### src/rtl/bcd_convert_ctrl.sv
// Sequential binary-to-BCD converter (double dabble) with start/ready/done handshake.
// Optional overflow flag port `ovf` is enabled by defining BCD_OVF_FLAG_EN.
module bcd_convert_ctrl #(
  parameter int BIN_W  = 8,
  parameter int DIGITS = 3
) (
  input  logic                  clk,
  input  logic                  rst,
  input  logic                  start,
  input  logic [BIN_W-1:0]      bin_in,
  output logic                  ready,
  output logic                  busy,
  output logic                  done,
`ifdef BCD_OVF_FLAG_EN
  output logic                  ovf,
`endif
  output logic [4*DIGITS-1:0]   bcd_out
);

  localparam int DIG_W = 4 * DIGITS;
  localparam int SR_W  = DIG_W + BIN_W;
  localparam int CNT_W = $clog2(BIN_W + 1);

  typedef enum logic [1:0] {
    S_IDLE   = 2'd0,
    S_ADJUST = 2'd1,
    S_SHIFT  = 2'd2,
    S_DONE   = 2'd3
  } state_e;

  // addOrNo cell: a digit of 5 or more gets 3 added so the next shift carries correctly.
  function automatic logic [3:0] add_or_no(input logic [3:0] a);
    logic [3:0] b;
    if (a >= 4'd5) begin
      b = a + 4'd3;
    end else begin
      b = a;
    end
    return b;
  endfunction

  state_e             state_q, state_d;
  logic [SR_W-1:0]    sr_q, sr_d;
  logic [CNT_W-1:0]   cnt_q, cnt_d;
  logic [DIG_W-1:0]   bcd_q, bcd_d;
  logic               ready_q, ready_d;
  logic               busy_q, busy_d;
  logic               done_q, done_d;
  logic [DIG_W-1:0]   adj_s;
  logic [SR_W-1:0]    shift_s;
`ifdef BCD_OVF_FLAG_EN
  logic               ovf_acc_q, ovf_acc_d;
  logic               ovf_q, ovf_d;
`endif

  genvar g;
  generate
    for (g = 0; g < DIGITS; g++) begin : g_digit
      assign adj_s[4*g +: 4] = add_or_no(sr_q[BIN_W + 4*g +: 4]);
    end
  endgenerate

  assign shift_s = {sr_q[SR_W-2:0], 1'b0};

  // Next-state, datapath and registered-output computation.
  always_comb begin
    state_d   = state_q;
    sr_d      = sr_q;
    cnt_d     = cnt_q;
    bcd_d     = bcd_q;
`ifdef BCD_OVF_FLAG_EN
    ovf_acc_d = ovf_acc_q;
    ovf_d     = ovf_q;
`endif
    case (state_q)
      S_IDLE: begin
        if (start) begin
          sr_d      = {{DIG_W{1'b0}}, bin_in};
          cnt_d     = CNT_W'(BIN_W);
          state_d   = S_ADJUST;
`ifdef BCD_OVF_FLAG_EN
          ovf_acc_d = 1'b0;
`endif
        end else begin
          state_d = S_IDLE;
        end
      end
      S_ADJUST: begin
        sr_d    = {adj_s, sr_q[BIN_W-1:0]};
        state_d = S_SHIFT;
      end
      S_SHIFT: begin
        sr_d  = shift_s;
        cnt_d = cnt_q - CNT_W'(1);
`ifdef BCD_OVF_FLAG_EN
        ovf_acc_d = ovf_acc_q | sr_q[SR_W-1];
`endif
        if (cnt_q == CNT_W'(1)) begin
          bcd_d   = shift_s[SR_W-1:BIN_W];
          state_d = S_DONE;
`ifdef BCD_OVF_FLAG_EN
          ovf_d   = ovf_acc_q | sr_q[SR_W-1];
`endif
        end else begin
          state_d = S_ADJUST;
        end
      end
      S_DONE: begin
        state_d = S_IDLE;
      end
      default: begin
        state_d = S_IDLE;
      end
    endcase

    // Handshake outputs are registered, so derive them from the upcoming state.
    ready_d = (state_d == S_IDLE);
    busy_d  = (state_d == S_ADJUST) || (state_d == S_SHIFT);
    done_d  = (state_d == S_DONE);
  end

  // State and datapath registers with synchronous reset.
  always_ff @(posedge clk) begin
    if (rst) begin
      state_q   <= S_IDLE;
      sr_q      <= {SR_W{1'b0}};
      cnt_q     <= {CNT_W{1'b0}};
      bcd_q     <= {DIG_W{1'b0}};
      ready_q   <= 1'b1;
      busy_q    <= 1'b0;
      done_q    <= 1'b0;
`ifdef BCD_OVF_FLAG_EN
      ovf_acc_q <= 1'b0;
      ovf_q     <= 1'b0;
`endif
    end else begin
      state_q   <= state_d;
      sr_q      <= sr_d;
      cnt_q     <= cnt_d;
      bcd_q     <= bcd_d;
      ready_q   <= ready_d;
      busy_q    <= busy_d;
      done_q    <= done_d;
`ifdef BCD_OVF_FLAG_EN
      ovf_acc_q <= ovf_acc_d;
      ovf_q     <= ovf_d;
`endif
    end
  end

  assign ready   = ready_q;
  assign busy    = busy_q;
  assign done    = done_q;
  assign bcd_out = bcd_q;
`ifdef BCD_OVF_FLAG_EN
  assign ovf     = ovf_q;
`endif

endmodule

### config.mk
export PLATFORM = sky130hd
export DESIGN_NAME = bcd_convert_ctrl
export DESIGN_NICKNAME = d
export VERILOG_FILES = /design/src/rtl/bcd_convert_ctrl.sv
export SDC_FILE = /design/constraint.sdc
export NUM_CORES = 1
export LEC_CHECK = 0
export CAP_MARGIN = 40
export CELL_PAD_IN_SITES_DETAIL_PLACEMENT = 1
export CELL_PAD_IN_SITES_GLOBAL_PLACEMENT = 1
export CORE_MARGIN = 10
export CORE_UTILIZATION = 35
export DETAILED_ROUTE_END_ITERATION = 7
export PLACE_DENSITY = 0.69
export SLEW_MARGIN = 20
export SYNTH_ARGS = -nofsm -noshare
export SYNTH_HDL_FRONTEND = slang
export SYNTH_SLANG_ARGS = --single-unit
### constraint.sdc
create_clock -name clk -period 2.33 [get_ports clk]
set_input_delay 0.5825 -clock clk [delete_from_list [all_inputs] [get_ports clk]]
set_output_delay 0.5825 -clock clk [all_outputs]
set_load 0.005 [all_outputs]
Yosys cells after proc, flatten, opt, wreduce, memory -nomap -nowiden
Cells that the tools add are included.

Add/sub/neg operators: 4. $lt $le $gt $ge: 3. Eq/ne operators: 11. Multiplexer cells: 10. Bitwise operators: 1. Reduce and logical (&&, ||, !) cells: 11.

Operator list (number): one-hot mux 20 bit (3 select lines) (1); 2-to-1 mux 20 bit (1); 2-to-1 mux 4 bit (4); adder 4 x 2 -> 4 bit (second input constant) (3); greater-or-equal comparator 4 x 3 -> 1 bit (second input constant) (3); AND reduction 3 bit (4); == test 2 bit (second input constant) (4); != test 2 bit (second input constant) (4); one-hot mux 2 bit (4 select lines) (1); one-hot mux 4 bit (2 select lines) (1); == test 2 x 1 -> 1 bit (second input constant) (2); == test 4 x 1 -> 1 bit (second input constant) (1); logical NOT 2 bit (2); AND reduction 2 bit (2); subtractor 4 x 1 -> 4 bit (second input constant) (1); nonzero test 3 bit (1); 2-to-1 mux 2 bit (1); nonzero test 2 bit (1); logical OR 1 bit (1); 2-to-1 mux 1 bit (1); inverter 1 bit (1).

Register bits: 41. Input port bits: 11. Output and inout bits: 15. Word-level logic and storage cells: 50.

Depth between registers and ports, before layout
Gate-level depths: netlist of run 1.

Depth after elaboration: 5. Gate-level depth with buffers: 9.

Worst setup path after synthesis of run 1
No wires, ideal clock.

Kind: reg2reg. From: register state_q[0]. To: register sr_q[9]. Arrival time: 1.527 ns. Data required time: 2.243 ns. Slack: 0.716 ns. Cell stages (with the launch flop): 7. Buffers on the path: 0. Clock period less this slack: 1.614 ns. Path through: dfxtp_1 -> inv_1 -> ha_1 -> nand2b_1 -> or3b_4 -> a2bb2oi_1 -> o31ai_1.

Longest elaborated chain between the ends: 3. Elaborated cells on any way between the ends: 8. Classes of those cells: eq/ne: 4; mux: 1; reduce/logical: 3.

RTL lines: start: declaration (RTL line 42) `state_e state_q, state_d;`; start signal: assignment (RTL line 137) `state_q <= state_d;`; == test 2 x 1 -> 1 bit (tied with other cells) (RTL line 75) `case (state_q)`; != test 2 bit (no source line) or nonzero test 3 bit (tied branches); AND reduction 3 bit (no source line); end signal: assignment (RTL line 126) `sr_q <= {SR_W{1'b0}};`; end signal: assignment (RTL line 138) `sr_q <= sr_d;`; end: declaration (RTL line 43) `logic [SR_W-1:0] sr_q, sr_d;`.

Several ways; a longest one is shown, not always the timed one. A chain may end at the register's enable or synchronous reset.

Final worst setup path of run 1
From: register state_q[1]. To: register sr_q[9].

Same word-level chain as after synthesis.

==> results of run 1 <==
==> Yosys cell counts (all sizes together), types with 4 or more instances <==
cell,number,area share
nor2,19,0.041
nand2,30,0.054
o31ai,4,0.016
buf,5,0.019
dfxtp,41,0.38
a21oi,26,0.061
a311oi,8,0.038
ha,13,0.076
nand3,13,0.030
inv,14,0.024
nand2b,14,0.041
nand3b,5,0.017
o21ai,18,0.042
a32oi,4,0.016
clkbuf,10,0.017
==> cell usage in the layout (no fill, tap or decap), drive strengths merged, types with 2 or more instances in the layout <==
master         instances
dfxtp                 41
nand2                 30
a21oi                 26
clkdlybuf4s50         25
nor2                  19
o21ai                 18
inv                   14
nand2b                14
nand3                 13
ha                    13
buf                   10
a311oi                 8
clkbuf                 6
nand3b                 5
a32oi                  4
o31ai                  4
xor2                   3
o21bai                 3
o41ai                  3
nor2b                  3
a2bb2oi                3
a21o                   2
a211o                  2
nand4                  2
nand4b                 2
==> cell type report <==
cell class / count / area, um^2
tap: 75 / 93.84
clock inverter: 2 / 37.54
sequential: 41 / 820.8
timing repair buffer: 35 / 325.3
multi-input combinational: 185 / 1197
inverter: 14 / 52.55
clock buffer: 6 / 82.58
fill: 734 / 3346
==> logic make-up after synthesis <==
| family | count (synthesis) | share of synthesized area |
|---|---|---|
| adder cells (fa/ha/maj) | 13 | 0.07572 |
| multiplexers | 1 | 0.01048 |
| AND/OR/NAND/NOR | 94 | 0.2312 |
| AO/OA/AOI/OAI | 74 | 0.2277 |
| buffers and inverters | 29 | 0.06057 |
| flip-flops | 41 | 0.3821 |
| XOR/XNOR | 3 | 0.01223 |
==> power breakdown <==
part	internal, mW	switching [mW]
Clock	0.348	0.259
Combinational	0.0959	0.128
Sequential	0.725	0.0165
Total	1.17	0.403
==> worst max-delay path, cell delays in order, from the launching register on <==
cell,delay (ns)
dfxtp_1,0.33
inv_1,0.12
ha_1,0.34
buf_4,0.21
nand2_2,0.09
or3b_4,0.39
a2bb2oi_1,0.14
o31ai_1,0.20
==> state kept, by name, summed over array words and instances (netlist names) <==
| name | flops |
|---|---|
| cnt_q | 4 |
| busy | 1 |
| bcd_out | 12 |
| state_q | 2 |
| sr_q | 20 |
| ready | 1 |
| done | 1 |
==> how the worst max path moves through the flow <==
stage,endpoint,slack (ns),cells after the start,startpoint
global placement,sr_q[13]$_SDFFE_PP0P_,0.18,5,start
detailed placement,sr_q[9]$_SDFFE_PP0P_,0.13,5,start
global route,sr_q[10]$_SDFFE_PP0P_,0.32,7,state_q[1]$_SDFF_PP0_
floorplan,sr_q[9]$_SDFFE_PP0P_,0.72,6,state_q[0]$_SDFF_PP0_
finish,sr_q[9]$_SDFFE_PP0P_,0.44,7,state_q[1]$_SDFF_PP0_
CTS,busy$_SDFF_PP0_,0.42,6,state_q[0]$_SDFF_PP0_
==> layer usage <==
metal | track usage | vias to the layer above | share of wire
met2 | 0.1876 | 31 | 0.47
met3 | 0.02819 | 11 | 0.037
met5 | 0 | - | 0
li1 | - | 950 | -
met4 | 0.05623 | 0 | 0.021
met1 | 0.1290 | 911 | 0.47
==> metrics.md, run 1 <==
| Metric | Value |
|---|---|
| Share of the yosys chip area belonging to registers | `0.3821` |
| Placed inst area | `2490 um^2` |
| Routed via count | `1903` |
| Worst setup margin | `0.4359 ns` |
| RSZ-0062 raised after global routing | `no` |
| Port-buffer cells | `25` |
| Setup CP Type | `register to register` |
| Crit. End Element | `register` |
| Number of synthesized flops with an enable pin | `0` |
| Pins Over Slew Limit | `0` |
| Worst Clk Skew | `0.003033 ns` |
| R2R Path End | `sr_q[9]$_SDFFE_PP0P_` |
| Max-cap violations | `0` |
| # DRC | `0` |
| Rel. slew slack | `0.6952` |
| DR vias/cell | `5.316` |
| Pre-CTS setup slack | `0.1290 ns` |
| Grt ovf | `0` |
| Wire length per cell | `14.95 um` |
| CTS tree | `built` |
| CTS Buf Count | `5` |
| # setup viols final | `0` |
| Peak Freq | `527.9 MHz` |
| Global-route usage over all layers | `0.1121` |
| Hold WC Path Type | `register to register` |
| Vias in the first global route | `1920` |
| Syn_area_per_cell | `8.425 um^2` |
| Post-CTS Setup Inserts | `0` |
| Final wirelength | `5.351 mm` |
| Post-route insts no fill | `358` |
| Mapped Area | `2148 um^2` |
| Initial antenna violation count | `0` |
| Max VDD drop | `0.0003242 V` |
| Leakage | `0.8984 nW` |
| Finished layout cell area | `2610 um^2` |
| Hold Path Depth | `2` |
| Antenna viol nets, final | `0` |
| Placed insts | `350` |
| H-tree Lvls | `2` |
| Initial core utilization | `0.3607` |
| Worst-margin pin slew | `0.4476 ns` |
| Share of layout cells above drive strength 1 | `0.09541` |
| Tcrit/Tclk final | `0.8129` |
| Root Driver | `clkbuf_8` |
| Worst skew pair latency | `0.30 ns` |
| Syn_nets | `279` |
| Nets@finish | `306` |
| Antenna cell count | `0` |
| Fin util | `0.4382` |
| Cell Rows | `28` |
| Top FF cell, synth | `dfxtp_1` |
| Fin crit period | `1.894 ns` |
| Area growth, synth to finish | `21.49%` |
| Post-CTS sizing | `0` |
| Pwr per Cell Area | `602.4 nW/um^2` |
| Run status | `finished clean` |
| Die Ht | `98.35 um` |
| Post-synthesis cell count | `255` |
| Maximum root-to-sink buffer count | `2` |
| Required time worst endpoint | `2.54 ns` |
| Reg clk slew, reported paths | `0.08 ns` |
| Setup TNS Final | `0 ns` |
| Flop-to-flop setup slack | `0.44 ns` |
| Crit path max fanout | `6` |
| Total power | `1.572 mW` |
| First-pass GRT wire length | `9.121 mm` |
| Critical Path Start Type | `register` |
| Largest net degree at the start of global routing | `28` |
| DP HPWL | `3.893 mm` |
| Placer Congestion | `0.8453` |
| Yosys reg bits | `41` |
| Ys Warns | `0` |
| Fin. Hold Viols | `0` |
| Unique masters post-synth | `38` |
| DR iter-0 viols | `73` |
| WHS Endpoint | `bcd_out[10]$_SDFFE_PP0P_` |
| Hold wc startpoint | `bcd_out[10]$_SDFFE_PP0P_` |
| R2R Path Start | `state_q[1]$_SDFF_PP0_` |
| Final hold slack | `0.4559 ns` |
| R2R depth | `7` |
| Overall die area | `9672 um^2` |
| I/O pins | `26` |
| CTS sink cnt | `41` |
| First-pass DRT Iterations | `4` |
| # hold bufs at CTS | `0` |
| Core Footprint | `5956 um^2` |
| Die Wd | `98.35 um` |
| Async S/R FF share, synth | `0` |
| Worst Path Arrival | `2.10 ns` |
Power figures use the tool's default switching activity.
==> inputs of run 2 (changes only) <==
==> constraint.sdc (replaced) <==
create_clock -name clk -period 1.8 [get_ports clk]
set_input_delay 0.45 -clock clk [delete_from_list [all_inputs] [get_ports clk]]
set_output_delay 0.45 -clock clk [all_outputs]
set_load 0.005 [all_outputs]
==> metrics.md, run 2 (synthesis gave the netlist of run 1 again) <==
| Metric | Value |
|---|---|
| Run status | `finished clean` |
| Die Ht | `98.35 um (unchanged)` |
| R2R Path Start | `state_q[0]$_SDFF_PP0_` |
| Fill count | `733 (-0.14%)` |
| Sum of buffers and inverters on the critical path | `3 (+1)` |
| # setup viols final | `0 (unchanged)` |
| Initial core utilization | `0.3607 (unchanged)` |
| Slowest stage delay, CP | `0.38 ns (about the same)` |
| Critical Path Start Type | `register` |
| Largest net degree at the start of global routing | `20 (-29%)` |
| Final wirelength | `6.041 mm (+13%)` |
| Peak Freq | `571.4 MHz (+8.2%)` |
| Vias in the first global route | `1965 (+2.3%)` |
| Root Driver | `clkbuf_8` |
| Pre-CTS setup slack | `-0.2877 ns (-0.4167 ns)` |
| Core Footprint | `5956 um^2 (unchanged)` |
| Post-route insts no fill | `375 (+4.7%)` |
| Rel. slew slack | `0.7606 (+0.06540)` |
| Fin util | `0.4712 (+0.03298)` |
| DR iter-0 viols | `45 (-38%)` |
| CTS sink cnt | `41 (unchanged)` |
| DR vias/cell | `5.315 (about the same)` |
| Port-buffer cells | `25 (unchanged)` |
| Hold WC Path Type | `register to register` |
| CP dominant cell by count | `buf_4` |
| Antenna cell count | `0 (unchanged)` |
| Initial antenna violation count | `0 (unchanged)` |
| Die Wd | `98.35 um (unchanged)` |
| Hold wc startpoint | `bcd_out[10]$_SDFFE_PP0P_` |
| Fin. Hold Viols | `0 (unchanged)` |
| Maximum root-to-sink buffer count | `2 (unchanged)` |
| H-tree Lvls | `2 (unchanged)` |
| I/O pins | `26 (unchanged)` |
| Overall die area | `9672 um^2 (unchanged)` |
| Area growth, synth to finish | `30.63%` |
| R2R Path End | `sr_q[4]$_SDFFE_PP0P_` |
| Max VDD drop | `0.0002775 V (-14%)` |
| Fin crit period | `1.750 ns (-0.1441 ns)` |
| Placer Congestion | `0.8407 (-0.54%)` |
| Worst setup margin | `0.04993 ns (-0.3859 ns)` |
| Setup CP Type | `register to register` |
| WHS Endpoint | `bcd_out[10]$_SDFFE_PP0P_` |
| Tcrit/Tclk final | `0.9723 (+0.1593)` |
| Max-cap violations | `0 (unchanged)` |
| # DRC | `0 (unchanged)` |
| Most frequent cells in the layout | `39 x dfxtp_1, 29 x nand2_1, 25 x clkdlybuf4s50_1` |
| Pins Over Slew Limit | `0 (unchanged)` |
| Delay-heaviest family, CP | `buffers and inverters` |
| Hold Path Depth | `2 (unchanged)` |
| First-pass DRT Iterations | `4 (unchanged)` |
| CP Cell Sequence | `inv_2 > ha_4 > buf_4 > mux2i_4 > buf_4 > nor2_8 > nor2_1 > a311oi_1` |
| DP HPWL | `4.352 mm (+12%)` |
| Worst-margin pin slew | `0.3590 ns (-0.08853 ns)` |
| Wire length per cell | `16.11 um (+7.8%)` |
| Grt ovf | `0 (unchanged)` |
| Nets@finish | `324 (+5.9%)` |
| Crit. End Element | `register` |
| Worst Path Arrival | `1.94 ns (-0.16 ns)` |
| Reg clk slew, reported paths | `0.08 ns (about the same)` |
| Max FFs per register | `20 (unchanged)` |
| Antenna viol nets, final | `0 (unchanged)` |
| Required time worst endpoint | `1.99 ns (-0.55 ns)` |
| CTS Buf Count | `5 (unchanged)` |
| Placed insts | `366 (+4.6%)` |
| Flop-to-flop setup slack | `0.05 ns (-0.39 ns)` |
| Routed via count | `1993 (+4.7%)` |
| First-pass GRT wire length | `9.798 mm (+7.4%)` |
| Pwr per Cell Area | `695.9 nW/um^2 (+16%)` |
| Most common cell after layout, fill and taps aside | `dfxtp_1` |
| Worst skew pair latency | `0.29 ns (about the same)` |
| Worst Clk Skew | `0.006541 ns (+0.003508 ns)` |
| Cell Rows | `28 (unchanged)` |
| Share of layout cells above drive strength 1 | `0.1767 (+0.08126)` |
| Leakage | `0.9836 nW (+9.5%)` |
| Final hold slack | `0.4547 ns (-0.001221 ns)` |
| CP max stage cell | `dfxtp_4` |
| Global-route usage over all layers | `0.1203 (+0.008231)` |
| CTS tree | `built` |
| R2R depth | `8 (+1)` |
| Crit path max fanout | `8 (+2)` |
| Largest reg by FF count | `sr_q` |
[run 2: metal layers]
metal	GRT usage	part of all wire	up-vias
met1	0.1474	0.47	977
li1	-	-	987
met2	0.1997	0.49	24
met3	0.02607	0.031	5
met5	0	0	-
met4	0.04631	0.0088	0
[run 2: layout make-up]
type,count,area (um^2),share of cell area
inverters,14,55.05,0.01962
clock buffers,7,86.33,0.03076
multi-input cells,186,1269,0.4521
well taps,75,93.84,0.03344
repair buffers,52,476.7,0.1699
flip-flops and latches,41,825.8,0.2942
[run 2: how the worst max path moves through the flow]
stage	start	endpoint	slack (ns)	cells after the start
6_report	state_q[0]$_SDFF_PP0_	sr_q[4]$_SDFFE_PP0P_	0.05	8
5_1_grt	state_q[0]$_SDFF_PP0_	sr_q[9]$_SDFFE_PP0P_	-0.008	8
4_1_cts	state_q[1]$_SDFF_PP0_	sr_q[13]$_SDFFE_PP0P_	-0.01	7
3_5_place_dp	start	sr_q[19]$_SDFFE_PP0P_	-0.29	6
3_3_place_gp	start	sr_q[15]$_SDFFE_PP0P_	-0.19	5
2_1_floorplan	state_q[0]$_SDFF_PP0_	sr_q[9]$_SDFFE_PP0P_	0.19	6
[run 2: power breakdown]
part | leakage [nW] | switching [mW] | total [mW] | internal (mW)
logic | 0.605 | 0.194 | 0.376 | 0.182
clock network | 0.0443 | 0.310 | 0.615 | 0.305
registers | 0.334 | 0.0234 | 0.962 | 0.939
total | 0.984 | 0.527 | 1.95 | 1.43
[run 2: per-stage QoR]
| stage | TNS, ns | cell area (um^2) | total power, mW |
|---|---|---|---|
| 4_1_cts | -0.05083 | 2723 | 1.943 |
| 3_5_place_dp | -2.408 | 2623 | 1.323 |
| 5_1_grt | -0.009450 | 2806 | 2.048 |
| 2_1_floorplan | 0 | 2148 | 1.178 |
| 3_3_place_gp | -2.151 | 2615 | 1.308 |
| 6_report | 0 | 2806 | 1.953 |
[run 2: worst min-delay path, stage by stage (launching register included)]
cell and delay [ns]:
dfxtp_1 0.31, nand2_1 0.05, a21oi_1 0.05
[run 2: what timing repair did]
item,4_1_cts,5_1_grt
gates resized for setup,4,16
buffers inserted,0,1
pin swaps,0,1
hold buffers,0,0
cloned,0,1
endpoints found under the setup margin,12,37
